### src/rtl/keypad_scan_ctrl.sv
// 4x4 keypad scan controller. It drives one-cold columns, debounces the row
// press and release, and hands each accepted key to the consumer over valid/ready.
module keypad_scan_ctrl #(
  parameter int SCAN_TICKS = 49_999,
  parameter int DEB_CNT    = 3
) (
  input  logic       Clk,
  input  logic       Rst,
  input  logic [3:0] read,
  output logic [3:0] scan,
  output logic [3:0] key_code,
  output logic       key_valid,
  input  logic       key_ready,
  output logic       overflow,
  input  logic       ovf_clr,
  output logic [1:0] o_state
);

  // state    | meaning
  // SCAN     | stepping columns, looking for a single-row press
  // DEBOUNCE | column held, counting matching dwell samples
  // HELD     | key emitted, column held until release is debounced
  typedef enum logic [1:0] {
    S_SCAN     = 2'b00,
    S_DEBOUNCE = 2'b01,
    S_HELD     = 2'b10
  } state_t;

  localparam int CW = (SCAN_TICKS > 0) ? $clog2(SCAN_TICKS + 1) : 1;
  localparam int DW = $clog2(DEB_CNT + 1);

  state_t        r_state;
  logic [CW-1:0] r_cnt;
  logic [1:0]    r_col;
  logic [1:0]    r_row;
  logic [3:0]    r_sample;
  logic [DW-1:0] r_deb;
  logic [3:0]    r_scan;
  logic [3:0]    r_key_code;
  logic          r_key_valid;
  logic          r_overflow;

  logic          w_tick;
  logic          w_row_ok;
  logic [1:0]    w_row;
  logic [1:0]    w_col_next;
  logic          w_deb_done;
  logic          w_emit;
  logic [3:0]    w_emit_code;

  assign w_tick     = (r_cnt == CW'(SCAN_TICKS));
  assign w_col_next = r_col + 2'd1;
  assign w_deb_done = ((r_deb + DW'(1)) == DW'(DEB_CNT));

  // Multi-row patterns are ambiguous, so only exactly one low row counts.
  always_comb begin
    w_row_ok = 1'b1;
    w_row    = 2'd0;
    case (read)
      4'b0111: w_row = 2'd0;
      4'b1011: w_row = 2'd1;
      4'b1101: w_row = 2'd2;
      4'b1110: w_row = 2'd3;
      default: w_row_ok = 1'b0;
    endcase
  end

  always_comb begin
    w_emit      = 1'b0;
    w_emit_code = {r_row, r_col};
    if (w_tick) begin
      case (r_state)
        S_SCAN: begin
          w_emit      = (DEB_CNT == 1) && w_row_ok;
          w_emit_code = {w_row, r_col};
        end
        S_DEBOUNCE: w_emit = (read == r_sample) && w_deb_done;
        default:    w_emit = 1'b0;
      endcase
    end
  end

  always_ff @(posedge Clk) begin
    if (!Rst) begin
      r_state     <= S_SCAN;
      r_cnt       <= '0;
      r_col       <= 2'd0;
      r_row       <= 2'd0;
      r_sample    <= 4'hF;
      r_deb       <= '0;
      r_scan      <= 4'b1110;
      r_key_code  <= 4'h0;
      r_key_valid <= 1'b0;
      r_overflow  <= 1'b0;
    end else begin
      r_cnt <= w_tick ? '0 : r_cnt + CW'(1);

      if (w_tick) begin
        case (r_state)
          S_SCAN: begin
            if (w_row_ok) begin
              r_row    <= w_row;
              r_sample <= read;
              if (DEB_CNT == 1) begin
                r_deb   <= '0;
                r_state <= S_HELD;
              end else begin
                r_deb   <= DW'(1);
                r_state <= S_DEBOUNCE;
              end
            end else begin
              r_col  <= w_col_next;
              r_scan <= ~(4'b0001 << w_col_next);
            end
          end
          S_DEBOUNCE: begin
            if (read == r_sample) begin
              if (w_deb_done) begin
                r_deb   <= '0;
                r_state <= S_HELD;
              end else begin
                r_deb <= r_deb + DW'(1);
              end
            end else begin
              r_deb   <= '0;
              r_col   <= w_col_next;
              r_scan  <= ~(4'b0001 << w_col_next);
              r_state <= S_SCAN;
            end
          end
          S_HELD: begin
            if (read == 4'hF) begin
              if (w_deb_done) begin
                r_deb   <= '0;
                r_col   <= w_col_next;
                r_scan  <= ~(4'b0001 << w_col_next);
                r_state <= S_SCAN;
              end else begin
                r_deb <= r_deb + DW'(1);
              end
            end else begin
              r_deb <= '0;
            end
          end
          default: begin
            r_deb   <= '0;
            r_state <= S_SCAN;
          end
        endcase
      end

      // Clear first so a same-cycle overflow set wins.
      if (ovf_clr) r_overflow <= 1'b0;

      if (w_emit) begin
        if (!r_key_valid || key_ready) begin
          r_key_code  <= w_emit_code;
          r_key_valid <= 1'b1;
        end else begin
          r_overflow <= 1'b1;
        end
      end else if (r_key_valid && key_ready) begin
        r_key_valid <= 1'b0;
      end
    end
  end

  assign scan      = r_scan;
  assign key_code  = r_key_code;
  assign key_valid = r_key_valid;
  assign overflow  = r_overflow;
  assign o_state   = r_state;

endmodule

### config.mk
export PLATFORM = sky130hd
export DESIGN_NAME = keypad_scan_ctrl
export DESIGN_NICKNAME = d
export VERILOG_FILES = /design/src/rtl/keypad_scan_ctrl.sv
export SDC_FILE = /design/constraint.sdc
export NUM_CORES = 1
export LEC_CHECK = 0
export CAP_MARGIN = 40
export CORE_UTILIZATION = 56
export DETAILED_ROUTE_END_ITERATION = 8
export PLACE_DENSITY = 0.76
export SETUP_SLACK_MARGIN = 0.4
export SKIP_LAST_GASP = 1
export SLEW_MARGIN = 0
export SYNTH_ARGS = -nofsm -noshare
export SYNTH_HDL_FRONTEND = slang
export SYNTH_SLANG_ARGS = --single-unit
### constraint.sdc
create_clock -name Clk -period 2.7 [get_ports Clk]
set_clock_uncertainty 0.15 [all_clocks]
set_input_delay 0.405 -clock Clk [delete_from_list [all_inputs] [get_ports Clk]]
set_output_delay 0.405 -clock Clk [all_outputs]
set_load 0.05 [all_outputs]
* Yosys cells after proc, flatten, opt, wreduce, memory -nomap -nowiden *
Index checks and enable logic that the tools add are counted.
W data, S select, Z words.

cells by class
  bitwise operators = 2
  order comparisons = 0
  divide/modulo/power cells = 0
  equality and inequality tests = 17
  multiply operators = 0
  add/subtract/negate cells = 3
  reductions and logical operators = 15
  muxes and demuxes = 32
  shift operators = 1

operator list
  kind                     number
  $mux W2                  12
  $mux W4                  6
  $pmux W2 S3              4
  $add A16 B1 Y16 const B  1
  $eq A16 B16 Y1 const B   1
  $eq A4 B4 Y1 const B     4
  $pmux W4 S3              1
  $ne A2 B2 Y1 const B     5
  $mux W1                  9
  $reduce_and A2 Y1        3
  $reduce_and A6 Y1        1
  $reduce_and A5 Y1        1
  $add A2 B1 Y2 const B    2
  $eq A2 B2 Y1 const B     2
  $eq A4 B3 Y1 const B     1
  $eq A4 B4 Y1             1
  $not A4 Y4               1
  $reduce_or A4 Y1         1
  $shl A1 B2 Y4 const A    1
  $ne A3 B3 Y1 const B     1
  $reduce_and A3 Y1        1
  $reduce_bool A3 Y1       1
  $eq A2 B1 Y1 const B     1
  $logic_and A1 B1 Y1      2
  other kinds (7)          7

storage, ports and cells
  memories = 0
  input port bits = 8
  bits in read-only memories = 0
  RAM bits = 0
  register bits after elaboration = 38
  latch bits = 0
  output and inout port bits = 12

* Depth between registers and ports, before layout *
Gate-level depths: netlist of run 1.

  depth in word-level cells = 7
  mapped depth = 7
  depth with buffers taken out = 6

* Worst setup path after synthesis of run 1 *
No wires, ideal clock.

  kind = in2reg
  from = input port read[2]
  to = register r_key_code[0], in the netlist key_code[0]
  path slack = 0.832 ns
  buffers on the path = 1
  stages = 6
  data required time = 2.422 ns
  data arrival time = 1.591 ns
  cell sequence = buf_2 xnor2_2 nand4_2 nor4b_4 mux2i_1 nor2_1

between the ends
  longest elaborated chain between the ends = 5

ends and longest elaborated chain
  element                             line  source
  start: declaration                  9     input logic [3:0] read,
  $eq A4 B4 Y1                        77    S_DEBOUNCE: w_emit = (read == r_sample) && w_deb_done;
  $logic_and A1 B1 Y1                 77
  $mux W1                             72    case (r_state)
  $mux W1                             71    if (w_tick) begin
  $reduce_and A2 Y1 (no source line)  -
  end signal: assignment              157   r_key_code <= w_emit_code;
  end: declaration                    39    logic [3:0] r_key_code;

No other way between the ends.
A chain may end at the register's enable or synchronous reset.

* Worst setup path after layout of run 1 *
  from = register r_state[0], in the netlist o_state[0]
  to = output port o_state[0]

RTL lines
  element                   line  source
  start: declaration        32    state_t r_state;
  start signal: assignment  85    r_state <= S_SCAN;
  start signal: assignment  106   r_state <= S_HELD;
  start signal: assignment  109   r_state <= S_DEBOUNCE;
  end: declaration          16    output logic [1:0] o_state

No word-level cell between the ends.

==> flow_summary.rst, run 1 <==
.. list-table::
   :header-rows: 1

   * - Metric
     - Value
   * - Slack of the worst reg-to-reg path
     - 0.60 ns
   * - DIE AREA
     - 0.00393 mm2
   * - Register-to-Register Path Depth
     - 7
   * - Number of antenna violations at the first check in global routing
     - 0
   * - Fraction of synthesized cell area taken by the top area cell type
     - 36.8%
   * - Most used DFF post-synth
     - dfxtp_1
   * - Setup repair after global routing missed its margin
     - false
   * - Outcome
     - finished clean
   * - Total wirelength of the detailed-routed design
     - between 3000 and 4000 um
   * - Sum of net half-perimeters after detailed placement
     - roughly 2700 um
   * - Pwr per Cell Area
     - between 400 and 500 mW/mm2
   * - # IOs
     - 20
   * - Max-slew headroom at the worst pin
     - about two thirds
   * - Most numerous cell in the Yosys netlist
     - dfxtp_1
   * - Final Slew Violations
     - 0
   * - Number of optimization iterations in the first detailed-route pass
     - 4
   * - Number of antenna diodes
     - 0
   * - Count of hold-fix buffers inserted at cts
     - 0
   * - Startpoint types
     - flop
   * - R2r startpoint
     - r_cnt[0]
   * - Floorplan die width
     - 62.7 um
   * - Hold Crit Depth
     - 2
   * - Data required time at the worst endpoint
     - 2.14 ns
   * - Number of cells produced by synthesis
     - approximately 230
   * - Critical path's slowest cell
     - clkdlybuf4s50_1
   * - Peak ir drop on the vdd network
     - about 0.33 mV
   * - Maximum Capacitance Violations
     - 0
   * - Cell at the root of the clock tree
     - clkbuf_8
   * - CTS tree
     - yes
   * - Upper clock frequency limit
     - 454 MHz
   * - Quantity of I/O buffers inserted on ports
     - 19
   * - Worst endpoint data arrival time
     - 1.65 ns
   * - H-tree level count
     - 2
   * - Area of the placeable core
     - 0.00344 mm2
   * - Category of cells accounting for the largest share of critical-path delay
     - buffers and inverters
   * - First-pass GRT wire length
     - 6930 um
   * - Setup-violating endpoint count in the final report
     - 0
   * - Largest net degree at the start of global routing
     - 16
   * - Leak pwr
     - 0.909 nW
   * - Critical R2R Capture
     - key_code[1]
   * - Type of the worst setup path
     - reg -> out
   * - Post-synthesis to final-layout area growth
     - 16.5%
   * - Synth area leaders
     - dfxtp_1, nor2_1, xnor2_1
   * - Post-synth net total
     - 246
   * - Via/cell ratio
     - 5.59
   * - Clock sink total
     - 38
   * - Largest stage delay on the critical path
     - 0.86 ns
   * - #FFs+latches synth
     - 38
   * - Total number of nets in the final design
     - around 270
   * - Finished Layout Cells
     - 301
   * - Number of buffers added by the clock tree synthesis step
     - 5
   * - Via count
     - 1683
   * - Syn Area/Cell
     - 8.86 um2
   * - Most numerous cell types in the synthesized netlist
     - dfxtp_1, nor2_1, nand2_1, xnor2_1
   * - Count of cell types in the netlist
     - 46
   * - Initial standard-cell utilization of the core
     - 60.0%
   * - Number of enable-type register cells in the synthesized netlist
     - 0
   * - Final weighted congestion of routability-driven global placement
     - 0.765
   * - Detailed router's first-iteration violation count
     - 145
   * - Clock transition at the register clock pins on the worst setup and hold paths after CTS
     - 0.08 ns
   * - Final period utilization
     - between 80 and 90%
   * - Async SR Flop Fraction
     - 0%
   * - Final Hold Viols
     - 0
   * - Layout cells sized above 1
     - around an eighth
   * - Bufs on Longest Clock Path
     - 2
   * - Vert. Die Dim
     - between 60 and 70 um
   * - Clock insertion delay at the later pin of the skew report
     - slightly below 0.3 ns
   * - Area of the mapped netlist
     - 0.00206 mm2
   * - Global routing usage summed across all routing layers
     - 22.2%
   * - Critical-path cell list
     - clkdlybuf4s50_1
   * - Critical path endpoint category
     - primary output
   * - Vias in the first global route
     - 1548
   * - Hold path startpoint
     - r_row[0]
   * - Transition time of the tightest slew-check pin
     - ~0.5 ns
   * - Antenna viol nets, final
     - 0
   * - Total grt overflow
     - 0
   * - Number of standard-cell rows in the floorplan
     - 21
   * - Routed length per instance
     - 13.1 um
   * - Final critical-path required period
     - 2.20 ns
   * - Synthesis warning total
     - 0
   * - Biggest fanout along the worst timing path
     - 8
   * - Dominant cell type by area after synthesis
     - dfxtp_1
   * - Sequential element share of the synthesized area
     - 36.8%
   * - Path class of the lowest-slack min-delay path
     - reg -> reg
   * - Final TNS setup
     - 0 ns
   * - Post-detailed-route DRC marker count
     - 0
   * - Count of buffer and inverter cells on the critical path
     - 1
   * - Placed cells
     - slightly below 300
   * - Hold EP
     - key_code[2]
stage by stage:
stage               power [mW]  instance area (um2)  util [%]  worst slack [ns]  hold slack (ns)
detailed placement       0.646                 2260      65.8             0.132            0.301
CTS                       1.12                 2370      68.9             0.446            0.312
global route              1.15                 2400      69.9             0.400            0.340
floorplan                0.628                 2060         -             0.832            0.286
global placement         0.645                 2260      65.8             0.156            0.295
finish                    1.11                 2400      69.9             0.496            0.312
logic make-up (layout without fill, tap and decap cells):
logic type / Yosys count / in the layout / synth area share (%)
AOI/OAI and AO/OA: 32 / 32 / 10.7
xor gates and xnor gates: 21 / 21 / 9.64
adders and majority gates: 5 / 5 / 3.03
buffers and inverters: 17 / 39 / 4.36
DFF: 38 / 38 / 36.8
muxes: 7 / 7 / 3.39
and+or+nand+nor: 113 / 113 / 32.1
registers in the layout, indices dropped and copies added (netlist names):
name,count
key_valid,1
r_deb,2
overflow,1
r_row,2
r_sample,4
r_col,2
r_cnt,16
scan,4
key_code,4
o_state,2
power by group:
group | switching [mW] | internal, mW
clock network | 0.201 | 0.272
logic | 0.0365 | 0.0314
registers | 0.00474 | 0.564
cell usage in the layout (no fill, tap or decap), types with 5 or more instances in the layout:
| cell | synthesis | layout |
|---|---|---|
| dfxtp_1 | 38 | 38 |
| nor2_1 | 37 | 37 |
| nand2_1 | 23 | 23 |
| clkdlybuf4s50_1 | 0 | 19 |
| xnor2_1 | 13 | 13 |
| nand3_1 | 8 | 8 |
| inv_1 | 7 | 7 |
| a21oi_1 | 8 | 7 |
| mux2i_1 | 7 | 7 |
| a211oi_1 | 6 | 6 |
| xor2_1 | 6 | 6 |
| nor2b_1 | 5 | 5 |
| nand2b_1 | 5 | 5 |
| nand4_1 | 5 | 5 |
| ha_1 | 5 | 5 |
| clkbuf_8 | 0 | 5 |
| buf_4 | 0 | 5 |
worst max path at each step:
stage | from | end | depth (start not counted)
floorplan | read[2] | key_code[0] | 6
global placement | read[3] | key_code[1] | 6
detailed placement | read[0] | key_code[1] | 6
CTS | read[0] | key_code[1] | 6
global route | read[0] | key_code[0] | 7
finish | o_state[0] | o_state[0] | 1
what timing repair did:
item | 4_1_cts | 5_1_grt
resized for setup | 0 | 2
endpoints found under the setup margin | 0 | 12
setup buffers | 0 | 3
final cells by class:
class | instances | area (um2)
repair buffers | 24 | 228
inverters | 7 | 26.3
fillers | 281 | 1040
clock inverters | 3 | 40.0
clock buffers | 5 | 68.8
multi-input cells | 178 | 1220
well taps | 46 | 57.6
flip-flops and latches | 38 | 761
metal layers:
metal | vias up | GRT usage (%) | part of all wire, %
met2 | 35 | 34.4 | 45
li1 | 858 | - | -
met4 | 0 | 10.5 | 1.2
met5 | - | 0 | 0
met1 | 785 | 29.7 | 49
met3 | 5 | 4.01 | 4.2
Note: power is estimated with default switching activity, not from simulation.
==> run 2, diff against run 1 <==
Clock period 2.7 ns to 2.3 ns, I/O delays scaled along.
==> run 2 against run 1 <==
  * Non-clock buffer count rose by 19
  * Via count rose by 4.0%
  * Largest power group unchanged
  * Core utilization up 3.8 points
  * Clock-buffer cell count is 2 higher
  * Die area is the same
==> flow_summary.rst, run 2 (synthesis results as in run 1) <==
.. list-table::
   :header-rows: 1

   * - Metric
     - Value
   * - Maximum Capacitance Violations
     - 0 (unchanged)
   * - Number of antenna diodes
     - 0 (unchanged)
   * - Register with the highest flop count
     - r_cnt
   * - Type of the worst setup path
     - reg -> out
   * - Path class of the lowest-slack min-delay path
     - reg -> reg
   * - Clock transition at the register clock pins on the worst setup and hold paths after CTS
     - 0.07 ns (about the same)
   * - Max-slew headroom at the worst pin
     - 67.1% (+0.58 points)
   * - Number of standard-cell rows in the floorplan
     - 21 (unchanged)
   * - Clock insertion delay at the later pin of the skew report
     - 0.29 ns (about the same)
   * - Most common cell after layout, fill and taps aside
     - nor2_1
   * - Total grt overflow
     - 0 (unchanged)
   * - Vert. Die Dim
     - 62.7 um (unchanged)
   * - DIE AREA
     - 0.00393 mm2 (unchanged)
   * - Critical path's slowest cell
     - dlygate4sd2_1
   * - Final weighted congestion of routability-driven global placement
     - 0.821 (+7.3%)
   * - Biggest fanout along the worst timing path
     - 8 (unchanged)
   * - Post-synthesis to final-layout area growth
     - 22.8%
   * - Setup-violating endpoint count in the final report
     - 0 (unchanged)
   * - Placed cells
     - 305 (+5.2%)
   * - Global routing usage summed across all routing layers
     - 23.4% (+1.3 points)
   * - Leak pwr
     - 1.03 nW (+14%)
   * - Number of optimization iterations in the first detailed-route pass
     - 4 (unchanged)
   * - Critical path endpoint category
     - primary output
   * - Upper clock frequency limit
     - 544 MHz
   * - Number of filler instances in the final layout
     - 280 (-0.36%)
   * - CTS tree
     - yes
   * - Finished Layout Cells
     - 320 (+6.3%)
   * - Clock sink total
     - 38 (unchanged)
   * - Sum of net half-perimeters after detailed placement
     - 3010 um (+10%)
   * - Post-detailed-route DRC marker count
     - 0 (unchanged)
   * - Total number of nets in the final design
     - 286 (+7.1%)
   * - Initial standard-cell utilization of the core
     - 60.0% (unchanged)
   * - Via/cell ratio
     - 5.47 (-2.1%)
   * - Final period utilization
     - 79.9%
   * - # IOs
     - 20 (unchanged)
   * - Total wirelength of the detailed-routed design
     - 4410 um (+11%)
   * - Area of the placeable core
     - 0.00344 mm2 (unchanged)
   * - Antenna viol nets, final
     - 0 (unchanged)
   * - Flip-flop count of the largest register after layout
     - 16 (unchanged)
   * - Largest stage delay on the critical path
     - 0.57 ns (-0.29 ns)
   * - Outcome
     - finished clean
   * - Final Hold Viols
     - 0 (unchanged)
   * - Peak ir drop on the vdd network
     - 0.343 mV (+3.4%)
   * - Quantity of I/O buffers inserted on ports
     - 19 (unchanged)
   * - Cell at the root of the clock tree
     - clkbuf_8
   * - Category of cells accounting for the largest share of critical-path delay
     - buffers and inverters
   * - First-pass GRT wire length
     - 7310 um (+5.6%)
   * - Number of buffers added by the clock tree synthesis step
     - 5 (unchanged)
   * - H-tree level count
     - 2 (unchanged)
   * - Via count
     - 1751 (+4.0%)
   * - Largest net degree at the start of global routing
     - 15 (-1)
   * - Worst endpoint data arrival time
     - 1.34 ns (-0.31 ns)
   * - Bufs on Longest Clock Path
     - 2 (unchanged)
   * - Fin Hold WS
     - 0.294 ns (-0.0179 ns)
   * - Data required time at the worst endpoint
     - 1.80 ns (-0.34 ns)
   * - Routed length per instance
     - 13.8 um (+4.8%)
   * - Critical-path cell list
     - dlygate4sd2_1
   * - Total area of multi-input combinational cells
     - 0.00124 mm2 (+1.1%)
   * - Transition time of the tightest slew-check pin
     - 0.496 ns (-0.00519 ns)
   * - Count of buffer and inverter cells on the critical path
     - 1 (unchanged)
   * - Number of antenna violations at the first check in global routing
     - 0 (unchanged)
   * - Pwr per Cell Area
     - 489 mW/mm2 (+5.9%)
   * - Vias in the first global route
     - 1579 (+2.0%)
   * - Floorplan die width
     - 62.7 um (unchanged)
   * - Detailed router's first-iteration violation count
     - 129 (-11%)
   * - Startpoint types
     - flop
   * - Final Slew Violations
     - 0 (unchanged)
   * - Setup repair after global routing missed its margin
     - true
   * - Final critical-path required period
     - 1.84 ns
   * - Layout cells sized above 1
     - 20.8% (+8.6 points)
   * - Area of all sequential standard cells
     - 772 um2 (+1.5%)
   * - Highest-count cells in the layout ignoring fill and taps
     - nor2_1, dfxtp_1, buf_4
[run 2: cell types whose count changed in the layout (fill, tap and decap cells not counted), sizes merged]
cell	change
buf	+19
bufinv	-1
clkbuf	+2
clkdlybuf4s15	+1
clkdlybuf4s50	-16
clkinv	-1
dlygate4sd2	+15
[run 2: final timing paths]
kind | end | slack, ns | cells past startpoint | start
worst min-delay path | r_cnt[0] | 0.29 | 1 | r_cnt[0]
worst max register to register | key_code[1] | 0.48 | 6 | r_cnt[7]
worst max-delay path | o_state[0] | 0.46 | 1 | o_state[0]
worst min register to register | r_cnt[0] | 0.29 | 1 | r_cnt[0]
[run 2: repair_timing]
| item | in CTS | in global routing |
|---|---|---|
| endpoints found under the setup margin | 34 | 34 |
| endpoints found under the hold margin | 0 | 0 |
| pin swaps | 2 | 4 |
| setup buffers | 1 | 6 |
| resized for setup | 19 | 12 |
| hold buffers | 0 | 0 |
[run 2: power breakdown]
part / switching, mW / internal, mW / total (mW)
logic: 0.0468 / 0.0433 / 0.0901
registers: 0.00609 / 0.661 / 0.668
clock network: 0.240 / 0.242 / 0.483
[run 2: metrics by stage]
step	area (um2)	setup TNS, ns	setup slack (ns)	util, %	power, mW
after global placement	2380	-0.0697	-0.0267	69.0	0.771
after floorplan	2060	0	0.438	-	0.738
after CTS	2460	0	0.402	71.6	1.25
final	2540	0	0.462	73.7	1.24
after detailed placement	2380	-0.545	-0.108	69.0	0.772
after global routing	2540	0	0.378	73.7	1.28
[run 2: layout make-up]
class                      instances  area share, %
clock inverter                     1          0.197
tap                               46           2.27
inverter                           7           1.04
clock buffer                       7           3.40
multi-input combinational        178           48.8
sequential                        38           30.4
timing repair buffer              43           13.9
[run 2: routing by layer]
metal  share of wire [%]  GRT usage [%]  vias up
met5                   0              0        -
met2                  46           35.5       50
met1                  49           32.5      802
met4                0.91           9.30        0
li1                    -              -      894
met3                 4.1           4.74        5
[run 2: worst register-to-register path, stage by stage (launching register included)]
cell	delay, ns
dfxtp_4	0.37
nor4b_4	0.35
nand4_4	0.19
nor4b_4	0.24
buf_4	0.18
mux2i_1	0.19
nor2_1	0.05
==> run 3, diff against run 2 <==
Clock period 2.3 ns to 1.8 ns, I/O delays scaled along.
==> run 3 against run 2 <==
  * The flow now finishes with violations (negative setup slack)
  * Global-route usage increased by 3.0 points
  * Critical path depth grew 5
  * Die area unchanged
  * Worst hold slack worse by 0.049 ns
  * First-iteration DRC count fell by 38%
  * Clock power grew 28%
  * Sequential share of layout area down 2.8 points
  * Power grew 30%
  * Largest power group unchanged
==> flow_summary.rst, run 3 (synthesis results as in run 1) <==
.. list-table::
   :header-rows: 1

   * - Metric
     - Value
   * - Routing usage on met3
     - 4.93% (+0.18 points)
   * - Register with the highest flop count
     - r_cnt
   * - Count of buffer and inverter cells on the critical path
     - 1 (unchanged)
   * - Clock sink total
     - 38 (unchanged)
   * - Clock insertion delay at the later pin of the skew report
     - 0.29 ns (about the same)
   * - Post-synthesis to final-layout area growth
     - 35.2%
   * - Initial standard-cell utilization of the core
     - 60.0% (unchanged)
   * - Most common cell after layout, fill and taps aside
     - buf_4
   * - Biggest fanout along the worst timing path
     - 5 (-3)
   * - Global routing usage summed across all routing layers
     - 26.4% (+3.0 points)
   * - Clock transition at the register clock pins on the worst setup and hold paths after CTS
     - 0.07 ns (about the same)
   * - Setup-violating endpoint count in the final report
     - 1 (+1)
   * - Sum of net half-perimeters after detailed placement
     - 3380 um (+12%)
   * - Number of standard-cell rows in the floorplan
     - 21 (unchanged)
   * - Total wirelength of the detailed-routed design
     - 4840 um (+9.8%)
   * - Cell at the root of the clock tree
     - clkbuf_8
   * - Vert. Die Dim
     - 62.7 um (unchanged)
   * - Cell repeated most along the worst path
     - nor4b_4
   * - Area of the placeable core
     - 0.00344 mm2 (unchanged)
   * - R2r startpoint
     - r_cnt[4]
   * - Max-slew headroom at the worst pin
     - 67.1% (about the same)
   * - Final TNS setup
     - -0.0130 ns (-0.0130 ns)
   * - Transition time of the tightest slew-check pin
     - 0.491 ns (-0.00465 ns)
   * - Final core utilization
     - 81.1% (+7.4 points)
   * - DIE AREA
     - 0.00393 mm2 (unchanged)
   * - Setup repair after global routing missed its margin
     - true
   * - Bufs on Longest Clock Path
     - 2 (unchanged)
   * - Hold path startpoint
     - read[3]
   * - Failing checks
     - negative setup slack
   * - Via count
     - 1889 (+7.9%)
   * - Total grt overflow
     - 0 (unchanged)
   * - Maximum Capacitance Violations
     - 0 (unchanged)
   * - Leak pwr
     - 1.19 nW (+15%)
   * - Vias in the first global route
     - 1883 (+19%)
   * - Number of optimization iterations in the first detailed-route pass
     - 4 (unchanged)
   * - Post-layout worst setup margin
     - -0.0130 ns (-0.475 ns)
   * - Data required time at the worst endpoint
     - 1.84 ns (+0.04 ns)
   * - Final Hold Viols
     - 0 (unchanged)
   * - GRT busiest layer
     - met2
   * - Area of all sequential standard cells
     - 771 um2 (-0.16%)
   * - Via/cell ratio
     - 5.48 (about the same)
   * - Post-detailed-route DRC marker count
     - 0 (unchanged)
   * - Antenna viol nets, final
     - 0 (unchanged)
   * - H-tree level count
     - 2 (unchanged)
   * - Final period utilization
     - 101%
   * - Flip-flop count of the largest register after layout
     - 16 (unchanged)
   * - Register-to-Register Path Depth
     - 6 (unchanged)
   * - Hold EP
     - r_sample[3]
   * - Layout cells sized above 1
     - 35.8% (+15 points)
   * - Upper clock frequency limit
     - 552 MHz
   * - Final Power
     - 1.61 mW (+30%)
   * - Peak ir drop on the vdd network
     - 0.589 mV (+72%)
   * - Largest stage delay on the critical path
     - 0.35 ns (-0.22 ns)
   * - Number of antenna diodes
     - 0 (unchanged)
   * - Critical path's slowest cell
     - nor4b_4
   * - Floorplan die width
     - 62.7 um (unchanged)
   * - Critical R2R Capture
     - key_code[1]
   * - Quantity of I/O buffers inserted on ports
     - 19 (unchanged)
   * - Final Slew Violations
     - 0 (unchanged)
   * - Number of antenna violations at the first check in global routing
     - 0 (unchanged)
   * - Largest net degree at the start of global routing
     - 13 (-2)
   * - # IOs
     - 20 (unchanged)
   * - Hold Crit Depth
     - 4 (+3)
   * - Type of the worst setup path
     - reg -> reg
   * - Final weighted congestion of routability-driven global placement
     - 0.848 (+3.3%)
   * - Met1 GRT Util
     - 29.5% (-2.9 points)
   * - Slack of the worst reg-to-reg path
     - -0.01 ns (-0.49 ns)
   * - Category of cells accounting for the largest share of critical-path delay
     - simple AND/OR/NAND/NOR gates
   * - Global routing met2 resource utilization
     - 48.8% (+13 points)
   * - Final critical-path required period
     - ~1.8 ns
   * - Pwr per Cell Area
     - 577 mW/mm2 (+18%)
   * - Count of hold-fix buffers inserted at cts
     - 0 (unchanged)
   * - First-pass GRT wire length
     - 8200 um (+12%)
   * - Routed length per instance
     - 14.0 um (+1.8%)
   * - Path class of the lowest-slack min-delay path
     - in -> reg
   * - Total number of nets in the final design
     - 311 (+8.7%)
   * - Highest-count cells in the layout ignoring fill and taps
     - buf_4, nor2_1, dfxtp_1
   * - Worst endpoint data arrival time
     - 1.85 ns (+0.51 ns)
   * - Critical path endpoint category
     - flop
   * - CTS tree
     - yes
   * - Detailed router's first-iteration violation count
     - 80 (-38%)
   * - Number of buffers added by the clock tree synthesis step
     - 5 (unchanged)
   * - Startpoint types
     - flop
   * - Total area of multi-input combinational cells
     - 0.00130 mm2 (+5.2%)
   * - Number of filler instances in the final layout
     - 243 (-13%)
   * - Outcome
     - finished with violations
   * - Setup Slack @ Placement
     - -0.476 ns (-0.369 ns)
   * - Critical-path cell list
     - nor4b_4 -> nand4_4 -> nor4b_4 -> buf_4 -> mux2i_1 -> nor2_1
## run 3: cell types whose count changed in the layout (fill, tap and decap cells not counted), sizes merged
cell           previous run  this run
buf                      24        61
clkdlybuf4s15             1         0
dlygate4sd2              15         3
clkinvlp                  0         1
## run 3: routing by layer
metal | routed length (um) | part of all wire [%]
met1 | 2150 | 44
met2 | 2450 | 51
met3 | 141 | 2.9
met4 | 87 | 1.8
met5 | 0 | 0
## run 3: how the worst max path moves through the flow
| stage | startpoint | to | slack (ns) | depth (start not counted) |
|---|---|---|---|---|
| floorplan | r_cnt[10] | key_code[0] | 0.05 | 5 |
| global placement | read[0] | key_code[1] | -0.43 | 7 |
| detailed placement | read[0] | key_code[1] | -0.48 | 7 |
| CTS | r_cnt[4] | key_code[1] | -0.03 | 6 |
| global route | r_cnt[4] | key_code[1] | -0.10 | 6 |
| finish | r_cnt[4] | key_code[1] | -0.01 | 6 |
## run 3: worst min-delay path, stage by stage
cell and delay, ns:
clkbuf_2 0.15, buf_4 0.13, mux2i_1 0.05, nand2_1 0.06
## run 3: area by class of cell
type	count	area share, %
clock buffers	6	2.96
clock inverters	2	0.448
inverters	7	0.942
multi-input cells	178	46.6
flip-flops and latches	38	27.6
well taps	46	2.06
repair buffers	68	19.3
## run 3: power by group
part	switching [mW]	leakage [nW]	internal (mW)
Sequential	0.00750	0.310	0.848
Combinational	0.0689	0.829	0.0708
Clock	0.309	0.0472	0.308
## run 3: repair_timing
action | in CTS | in global routing
endpoints found under the setup margin | 36 | 38
setup buffers | 5 | 5
pin swaps | 11 | 5
resized for setup | 14 | 5
cloned | 0 | 0
endpoints found under the hold margin | 0 | 0
## run 3: stage by stage
step | instance area, um2 | std cells | hold WS [ns]
6_report | 2790 | 345 | 0.245
5_1_grt | 2790 | 345 | 0.276
4_1_cts | 2740 | 340 | 0.314
3_5_place_dp | 2570 | 327 | 0.296
3_3_place_gp | 2570 | 327 | 0.298
2_1_floorplan | 2110 | 233 | 0.286
